<file path="config.mk">
export PLATFORM = sky130hd
export DESIGN_NAME = normalizer32
export DESIGN_NICKNAME = d
export VERILOG_FILES = /design/src/rtl/normalizer32.sv
export SDC_FILE = /design/constraint.sdc
export NUM_CORES = 1
export LEC_CHECK = 0
export ABC_AREA = 1
export BUFFER_PORTS_ARGS = -buffer_cell sky130_fd_sc_hd__buf_4
export CAP_MARGIN = 20
export CORE_ASPECT_RATIO = 1.5
export CORE_UTILIZATION = 30
export CTS_BUF_LIST = sky130_fd_sc_hd__clkbuf_4 sky130_fd_sc_hd__clkbuf_8 sky130_fd_sc_hd__clkbuf_16
export DETAILED_ROUTE_END_ITERATION = 8
export PLACE_DENSITY_LB_ADDON = 0.08
export RECOVER_POWER = 25
export SKIP_CTS_REPAIR_TIMING = 1
export SLEW_MARGIN = 15
export SYNTH_ARGS = -nofsm -noshare
export SYNTH_HDL_FRONTEND = slang
export SYNTH_SLANG_ARGS = --single-unit
export TNS_END_PERCENT = 20
</file>
<file path="constraint.sdc">
create_clock -name CLK -period 7.12 [get_ports CLK]
set_input_delay 0.356 -clock CLK [delete_from_list [all_inputs] [get_ports CLK]]
set_output_delay 0.356 -clock CLK [all_outputs]
set_load 0.01 [all_outputs]
</file>
<file path="src/rtl/normalizer32.sv">
// Multi-cycle normalizer: binary-search leading/trailing zero count (16,8,4,2,1)
// and the matching normalized value, one stage per clock.
module normalizer32 #(
    parameter int unsigned ZERO_COUNT = 32
) (
    input  logic        CLK,
    input  logic        RST,
    input  logic        start,
    input  logic [31:0] operand,
    input  logic        leftNotRight,
    output logic [31:0] result,
    output logic [31:0] shift,
    output logic        zero,
    output logic        busy,
    output logic        done
);

    localparam int unsigned DW = 32;
    localparam int unsigned CW = 6;
    localparam int unsigned KW = 3;

    typedef enum logic [1:0] {IDLE, STEP, DONE} state_t;

    state_t          state, state_d;
    logic [DW-1:0]   work, work_d;
    logic [CW-1:0]   count, count_d;
    logic [KW-1:0]   k, k_d;
    logic            dir, dir_d;
    logic [DW-1:0]   result_d, shift_d;
    logic            zero_d, busy_d, done_d;

    logic [CW-1:0]   step;
    logic [DW-1:0]   left_mask, right_mask;
    logic            stage_hit;
    logic [DW-1:0]   stage_work;
    logic [CW-1:0]   stage_count;

    // One binary-search stage on the current working value.
    always_comb begin
        step        = CW'(CW'(1) << k);
        left_mask   = ~({DW{1'b1}} >> step);
        right_mask  = ~({DW{1'b1}} << step);
        stage_hit   = dir ? ((work & left_mask) == '0) : ((work & right_mask) == '0);
        stage_work  = work;
        stage_count = count;
        if (stage_hit) begin
            stage_work  = dir ? (work << step) : (work >> step);
            stage_count = CW'(count + step);
        end
    end

    always_comb begin
        state_d  = state;
        work_d   = work;
        count_d  = count;
        k_d      = k;
        dir_d    = dir;
        result_d = result;
        shift_d  = shift;
        zero_d   = zero;
        busy_d   = 1'b0;
        done_d   = 1'b0;

        case (state)
            IDLE, DONE: begin
                state_d = IDLE;
                if (start) begin
                    work_d  = operand;
                    dir_d   = leftNotRight;
                    count_d = '0;
                    k_d     = KW'(4);
                    busy_d  = 1'b1;
                    state_d = STEP;
                end
            end
            STEP: begin
                work_d  = stage_work;
                count_d = stage_count;
                if (k == '0) begin
                    state_d  = DONE;
                    done_d   = 1'b1;
                    result_d = stage_work;
                    zero_d   = (stage_work == '0);
                    // A zero operand saturates the count at 31; report the dedicated code instead.
                    shift_d  = (stage_work == '0) ? DW'(ZERO_COUNT) : DW'(stage_count);
                end else begin
                    k_d    = KW'(k - KW'(1));
                    busy_d = 1'b1;
                end
            end
            default: state_d = IDLE;
        endcase
    end

    always_ff @(posedge CLK or posedge RST) begin
        if (RST) begin
            state  <= IDLE;
            work   <= '0;
            count  <= '0;
            k      <= '0;
            dir    <= 1'b0;
            result <= '0;
            shift  <= '0;
            zero   <= 1'b0;
            busy   <= 1'b0;
            done   <= 1'b0;
        end else begin
            state  <= state_d;
            work   <= work_d;
            count  <= count_d;
            k      <= k_d;
            dir    <= dir_d;
            result <= result_d;
            shift  <= shift_d;
            zero   <= zero_d;
            busy   <= busy_d;
            done   <= done_d;
        end
    end

endmodule

</file>
After elaboration in Yosys (flattened, before gate mapping)
Cells that the tools add are included.
- output and inout port bits: 67
- logic and storage cells: 57
- register bits: 111
- bits of input ports: 36
- multiplexer cells: 20
- bitwise operators: 4
- add/subtract/negate cells: 2
- reductions and logical operators: 11
- equality and inequality tests: 5
- shift-type cells: 5
- operators by type and width (cell ; count):
    $logic_not 32->1 ; 3
    $mux 32 ; 3
    $and 32x32->32 ; 2
    $not 32->32 ; 2
    $pmux 32 s2 ; 1
    $shl 32x6->32 ; 1
    $shl 32x6->32 const A ; 1
    $shr 32x6->32 ; 1
    $shr 32x6->32 const A ; 1
    $mux 6 ; 3
    $pmux 6 s2 ; 1
    $add 6x6->6 ; 1
    $mux 1 ; 6
    $mux 3 ; 2
    $ne 2x2->1 const B ; 3
    $pmux 3 s2 ; 1
    $reduce_and 2->1 ; 3
    $shl 1x3->6 const A ; 1
    $pmux 2 s2 ; 1
    $logic_not 3->1 ; 1
    $reduce_and 3->1 ; 1
    $sub 3x1->3 const B ; 1
    $eq 2x1->1 const B ; 1
    $eq 2x2->1 const B ; 1
    other kinds (5) ; 5

Logic depth before layout (Yosys ltp)
Gate-level depths: netlist of the first run.
- word-level depth: 9
- gate-level depth with buffers: 26
- mapped depth without buffers: 24

Worst setup path after synthesis of the first run
Ideal clock, no wire load.
- path kind: reg-to-reg
- start: reg k[0]
- end: reg shift[0]
- path slack: 4.214 ns
- arrival: 2.788 ns
- path buffers: 2
- library setup time: 0.118 ns
- cell stages (with the launch flop): 24
- data required time: 7.002 ns
- cells stage by stage: dfrtp_1 inv_1 ha_1 ha_1 buf_2 inv_2 nand2_2 nor2_4 nand3_1 nand2_1 nand2_1 nor2_1 nand4_2 nand2_4 buf_4 nand3_1 nand2_1 nand2_1 nor2_1 nand2_1 nor2_1 nand2_1 nand3_1 nand2_1
- word-level cells in the longest chain between the ends: 9
- RTL lines (element ; RTL line ; text):
    from (decl) ; 27 ; logic [KW-1:0] k, k_d;
    from (signal assigned) ; 111 ; k <= k_d;
    $shl 1x3->6 ; 40 ; step = CW'(CW'(1) << k);
    $shl 32x6->32 / $shr 32x6->32 (equally long branches) ; 42, 41 ;
    $not 32->32 (on tied branches) ; 42, 41 ;
    $and 32x32->32 ; 43 ; stage_hit = dir ? ((work & left_mask) == '0) : ((work & right_mask) == '0);
    $logic_not 32->1 ; 43 ;
    $mux 1 ; 43 ;
    $mux 32 ; 46 ; if (stage_hit) begin
    $logic_not 32->1 ; 85 ; shift_d = (stage_work == '0) ? DW'(ZERO_COUNT) : DW'(stage_count);
    $mux 6 ; 85 ;
    to (signal assigned) ; 114 ; shift <= shift_d;
    to (decl) ; 12 ; output logic [31:0] shift,
Several ways; a longest one is shown, not always the timed one.
A chain may end at the register's enable or synchronous reset.

Final worst setup path of the first run
- start: reg k[0]
- end: reg shift[1]
Same word-level chain as after synthesis.

==> reports/results.tsv, run 1 <==
stage	metric	value	unit
status	status	complete, no violations	
setup_path	slowest_delay	750	ps
cts	clock_sinks	85	
drt	viasPerCell	5.38	
setup_path	crit_buf_inv	3	
timing	tightest_slew	937	ps
timing	hold_viol_final	0	
cells_and_area	area_growth	11.1	%
drt	top_layer	met4	
cts	ctsLongestPathBuffers	2	
floorplan	rows	74	
drt	wl	39.1	mm
floorplan	io_pins	103	
synthesis	synth_area	8270	um^2
synthesis	ys_warn_count	0	
hold_path	hp-start	operand[19]	
synthesis	ys_seq_area_share	25.7	%
synthesis	synth_area_leaders	nand2_1 (26%), dfrtp_1 (26%), nand3_1 (16%), nor2_1 (6.3%), o21ai_0 (4.5%)	
timing	fin_crit	5070	ps
timing	max_freq	0.197	GHz
hold_path	hold_path_depth	3	
cells_and_area	drive_above_1_share	6.47	%
cts	cts_tree	built	
cells_and_area	n_fill_cell	3207	
grt	track_usage	28.6	%
floorplan	core_area	27100	um^2
cts	root_buffer	clkbuf_16	
drt	drt-wirelength-per-cell	21.4	um
synthesis	yosysMostFrequentCell	nand2_1	
synthesis	synth_edf_count	0	
synthesis	synth_cells	1453	
setup_path	critical_path.cell_chain	inv_1 -> ha_1 -> ha_1 -> buf_4 -> inv_2 -> nand2_2 -> nor2_4 -> o21ai_1 -> nand2_1 -> nand2_1 -> nor2_1 -> nand4_2 -> nand2_4 -> nand2_1 -> o21ai_0 -> nand2_1 -> nor2_1 -> nand2_1 -> nor2_1 -> nand2_1 -> nand3_1 -> nand2_1	
placed_design	portBuffers	76	
timing	setup_viol	0	
timing	relSlewSlack	37.3	%
setup_path	crit_arrival	5310	ps
floorplan	die_x	138	um
drt	drt-met1-wl	16.3	mm
cts	insertion_delay	360	ps
drt	dr_wl_met3	1.64	mm
drt	vias	9819	
hold_path	hold_path.class	in2reg	
grt	grt-ovfl-total	0	
hold_path	min_to	work[19]	
grt	antenna_found_initial	0	
placed_design	gp_congestion	0.954	
setup_path	critical_path.top_delay_family	simple AND/OR/NAND/NOR gates	
floorplan	die_h	205	um
floorplan	initial_core_util	30.5	%
floorplan	die_area	28300	um^2
setup_path	critPathRequiredTime	7360	ps
setup_path	r2r-start	k[0]	
drt	drc	0	
drt	drtPass1Iterations	5	
setup_path	endpoint_kind	flip-flop	
cells_and_area	diodes	0	
cts	h-tree-depth	3	
drt	drt-initial-drc-count	783	
timing	drv_slew	0	
timing	skew	7.66	ps
synthesis	ys.flop_type	dfrtp_1	
timing	period_share	71.2	%
timing	fin_tns_setup	0	ps
flow_run	cap_violations	0	
setup_path	start_kind	flip-flop	
setup_path	cp_slowest_cell	nand2_4	
drt	met2_length	19.1	mm
setup_path	path_class	reg2reg	
cts	clk_pin_slew	70	ps
setup_path	r2r_cells	22	
grt	grt_pass1_wl	59.1	mm
placed_design	dp_worst_setup_slack	2040	ps
grt	grt_pass1_vias	9530	
drt	antenna_left	0	
synthesis	synth_cell_type_count	35	
setup_path	cpMostUsedCell	nand2_1	
synthesis	syn_avg_cell_area	5.69	um^2
timing	setup_ws	2050	ps
setup_path	ff2ff_setup_slack	2050	ps
synthesis	synth_top_area_share	26.1	%
synthesis	synthTopCellsByCount	nand2_1 (575), nand3_1 (265), nor2_1 (138)	
cts	cts_made_buffers	9	
synthesis	ys_ff_latch	85	
grt	grt_max_degree	70	
cells_and_area	nNetsFinal	1526	
setup_path	worstPathMaxFanout	46	
synthesis	async_flop_share	100	%
synthesis	synth_top_cell_by_area	nand2_1	
timing	rsz0062_at_grt	no	
placed_design	dp_hpwl	30.0	mm
setup_path	regToRegEndpoint	shift[1]	
==> per-stage QoR <==
| step | std cells | utilization [%] | hold WS (ps) | instance area [um^2] |
|---|---|---|---|---|
| 5_1_grt | 1826 | 33.9 | 207 | 9190 |
| 6_report | 1826 | 33.9 | 211 | 9190 |
| 3_5_place_dp | 1809 | 33.0 | 319 | 8960 |
| 3_3_place_gp | 1809 | 33.0 | 320 | 8960 |
| 2_1_floorplan | 1478 | - | 476 | 8360 |
| 4_1_cts | 1825 | 34.3 | -70.0 | 9310 |
==> layer usage <==
| metal | vias up | track usage, % |
|---|---|---|
| li1 | 4726 | - |
| met3 | 92 | 2.46 |
| met1 | 4646 | 35.8 |
| met4 | 0 | 15.9 |
| met5 | - | 0 |
| met2 | 355 | 47.7 |
==> layout make-up <==
| class | instances | area (um^2) | area share, % |
|---|---|---|---|
| clock buffer | 12 | 254 | 2.76 |
| clock inverter | 4 | 95.1 | 1.03 |
| inverter | 99 | 373 | 4.06 |
| multi-input combinational | 1189 | 5330 | 58.0 |
| sequential | 85 | 2130 | 23.1 |
| tap | 342 | 428 | 4.65 |
| timing repair buffer | 95 | 584 | 6.36 |
==> how the worst max path moves through the flow <==
stage                     cells after the start        to  start  slack, ps
final                                        22  shift[1]   k[0]       2050
after global routing                         22  shift[3]   k[0]       1550
after CTS                                    22  shift[3]   k[0]       2010
after detailed placement                     22  shift[3]   k[0]       2040
after global placement                       22  shift[2]   k[0]       2120
after floorplan                              23  shift[0]   k[0]       4210
==> cells by family (layout without fill, tap and decap cells) <==
group / count (synthesis) / in the layout / share of synthesized area, %
adders and majority gates: 11 / 11 / 1.66
and+or+nand+nor: 993 / 993 / 49.9
xor gates and xnor gates: 5 / 5 / 0.529
buffers and inverters: 204 / 210 / 11.1
AOI/OAI and AO/OA: 154 / 154 / 11.0
DFF: 85 / 85 / 25.7
other: 1 / 26 / 0.0453
==> cell usage in the layout (no fill, tap or decap), drive strengths merged <==
cell and n:
dlygate4sd3 1, and2 1, a31oi 2, nor2 139
o21bai 2, nand3 265, o21a 1, dfrtp 85
clkinvlp 1, nand3b 2, buf 58, a22oi 1
ha 11, inv 95, o21ai 80, xor2 5
nand2 579, clkinv 4, nand4 6, clkbuf 48
a21oi 33, a31o 1, bufinv 3, o22ai 4
o221ai 30, nor3 1, conb 26
==> sequential cells by signal (all words and copies together), names as in the netlist <==
signal and cells:
result 32, work 32, count 6, shift 6, k 3, state 2
busy 1, dir 1, done 1, zero 1
==> worst reg2reg max path, delay by kind of cell (launching register included) <==
family                   cells  cell delay, ps
adder cells (fa/ha/maj)      2             470
AO/OA/AOI/OAI                2             390
AND/OR/NAND/NOR             15            3100
flip-flops                   1             410
buffers and inverters        3             580
Power of run 1 is not shown: default switching activity piles up to over one toggle a cycle in this logic, so the estimate is an artifact.
==> inputs of run 2 (changes only) <==
==> constraint.sdc (replaced) <==
create_clock -name CLK -period 4.5 [get_ports CLK]
set_input_delay 0.225 -clock CLK [delete_from_list [all_inputs] [get_ports CLK]]
set_output_delay 0.225 -clock CLK [all_outputs]
set_load 0.01 [all_outputs]
==> reports/results.tsv, run 2 (synthesis results as in run 1) <==
stage	metric	value	unit	change
status	status	complete, no violations		
timing	fin_tns_setup	0	ps	unchanged
placed_design	placed_cell_area	9090	um^2	+1.5%
setup_path	slowest_delay	500	ps	-250 ps
setup_path	endpoint_kind	flip-flop		
setup_path	start_kind	flip-flop		
cells_and_area	diodes	0		unchanged
placed_design	portBuffers	76		unchanged
setup_path	critical_path.top_delay_family	simple AND/OR/NAND/NOR gates		
flow_run	cap_violations	0		unchanged
floorplan	die_x	138	um	unchanged
drt	drt-wirelength-per-cell	21.9	um	+2.3%
setup_path	worstPathMaxFanout	39		-15%
drt	drtPass1Iterations	7		+2
timing	tightest_slew	1320	ps	+385 ps
cells_and_area	final_common_cell	nand2_1		
hold_path	hold_path.class	in2reg		
grt	grt_max_degree	75		+7.1%
timing	relSlewSlack	11.4	%	-26 points
cells_and_area	area_growth	13.0	%	
timing	max_freq	0.248	GHz	+26%
setup_path	critPathRequiredTime	4750	ps	-2610 ps
floorplan	initial_core_util	30.5	%	unchanged
drt	drc	0		unchanged
setup_path	crit_buf_inv	4		+1
floorplan	core_area	27100	um^2	unchanged
cts	clk_pin_slew	70	ps	about the same
grt	antenna_found_initial	0		unchanged
setup_path	cpMostUsedCell	nand2_1		
cts	cts_tree	built		
cells_and_area	n_fill_cell	3155		-1.6%
cts	ctsLongestPathBuffers	2		unchanged
timing	hold_ws	65.2	ps	-146 ps
drt	viasPerCell	5.46		+1.5%
drt	vias	10000		+2.1%
cts	root_buffer	clkbuf_16		
placed_design	dp.cells	1818		+0.50%
cells_and_area	nNetsFinal	1536		+0.66%
cells_and_area	fin_cells	1836		+0.55%
cells_and_area	reg_top3	result (32), work (32)		
timing	hold_viol_final	0		unchanged
timing	rsz0062_at_grt	no		
drt	drt-initial-drc-count	836		+6.8%
setup_path	critical_path.cell_chain	inv_2 -> ha_2 -> clkinv_1 -> buf_12 -> nand2_1 -> inv_1 -> nand2_1 -> nand2_1 -> nand2_1 -> nand2_1 -> nand2_1 -> nor2_1 -> a21oi_1 -> nand2_1 -> o21ai_0 -> nand2_1 -> nor2_1 -> nand2_1 -> nor2_1 -> nand2_1 -> nand3_1 -> nand2_1		
floorplan	die_h	205	um	unchanged
placed_design	gp_congestion	0.979		+2.6%
setup_path	cp_slowest_cell	dfrtp_1		
grt	grt_pass1_wl	60.2	mm	+1.9%
timing	setup_viol	0		unchanged
cts	insertion_delay	360	ps	about the same
cells_and_area	final_cell_mix	nand2_1 (574), nand3_1 (265), nor2_1 (136)		
setup_path	crit_arrival	4280	ps	-1030 ps
cts	h-tree-depth	3		unchanged
placed_design	dp_hpwl	31.4	mm	+4.5%
timing	period_share	89.7	%	+18 points
timing	drv_slew	0		unchanged
cells_and_area	design_area	9340	um^2	+1.6%
floorplan	die_area	28300	um^2	unchanged
floorplan	rows	74		unchanged
timing	skew	11.2	ps	+3.49 ps
grt	grt_pass1_vias	9605		+0.79%
cells_and_area	drive_above_1_share	7.90	%	+1.4 points
grt	grt-ovfl-total	0		unchanged
setup_path	path_class	reg2reg		
drt	antenna_left	0		unchanged
floorplan	io_pins	103		unchanged
cts	cts_made_buffers	9		unchanged
cts	clock_sinks	85		unchanged
drt	wl	40.2	mm	+2.9%
grt	track_usage	29.4	%	+0.83 points
timing	fin_crit	4030	ps	-1030 ps
-- run 2: changes by cell type in the layout (fill, tap and decap cells not counted), moves of 2 or more --
cell	delta
clkbuf_1	-12
bufinv_16	-2
buf_12	+6
clkbuf_4	-2
buf_4	+16
clkinvlp_4	+2
inv_6	+3
-- run 2: layout make-up --
cell class	instances	area, um^2	share of cell area [%]
clock buffers	9	225	2.41
flip-flops and latches	85	2130	22.8
multi-input cells	1189	5330	57.1
repair buffers	105	779	8.34
inverters	99	373	3.99
clock inverters	7	80.1	0.857
well taps	342	428	4.58
-- run 2: metrics by stage --
stage | utilization (%) | setup slack [ps]
detailed placement | 33.5 | 444
global placement | 33.5 | 424
finish | 34.4 | 465
floorplan | - | 1590
global route | 34.4 | 154
CTS | 34.7 | 424
-- run 2: layer usage --
metal	track usage [%]	vias up	share of wire [%]
li1	-	4766	-
met1	35.7	4681	41
met2	49.9	469	48
met3	2.49	107	5.1
met4	17.8	0	6.1
met5	0	-	0
-- run 2: path summary, 6_finish.rpt --
path / from / to / slack (ps) / depth (start not counted)
worst max-delay path: k[2] / shift[4] / 470 / 22
worst min-delay path: leftNotRight / dir / 70 / 3
worst max register to register: k[2] / shift[4] / 470 / 22
worst min register to register: shift[4] / shift[4] / 480 / 2
max in group asynchronous: RST / shift[4] / 2440 / 4
min in group asynchronous: RST / result[15] / 710 / 3
-- run 2: tightest hold or removal path, cell delays in order --
cell	delay [ps]
buf_4	80
nand2_1	40
o21ai_0	50
Power of run 2 is left out for the same reason.
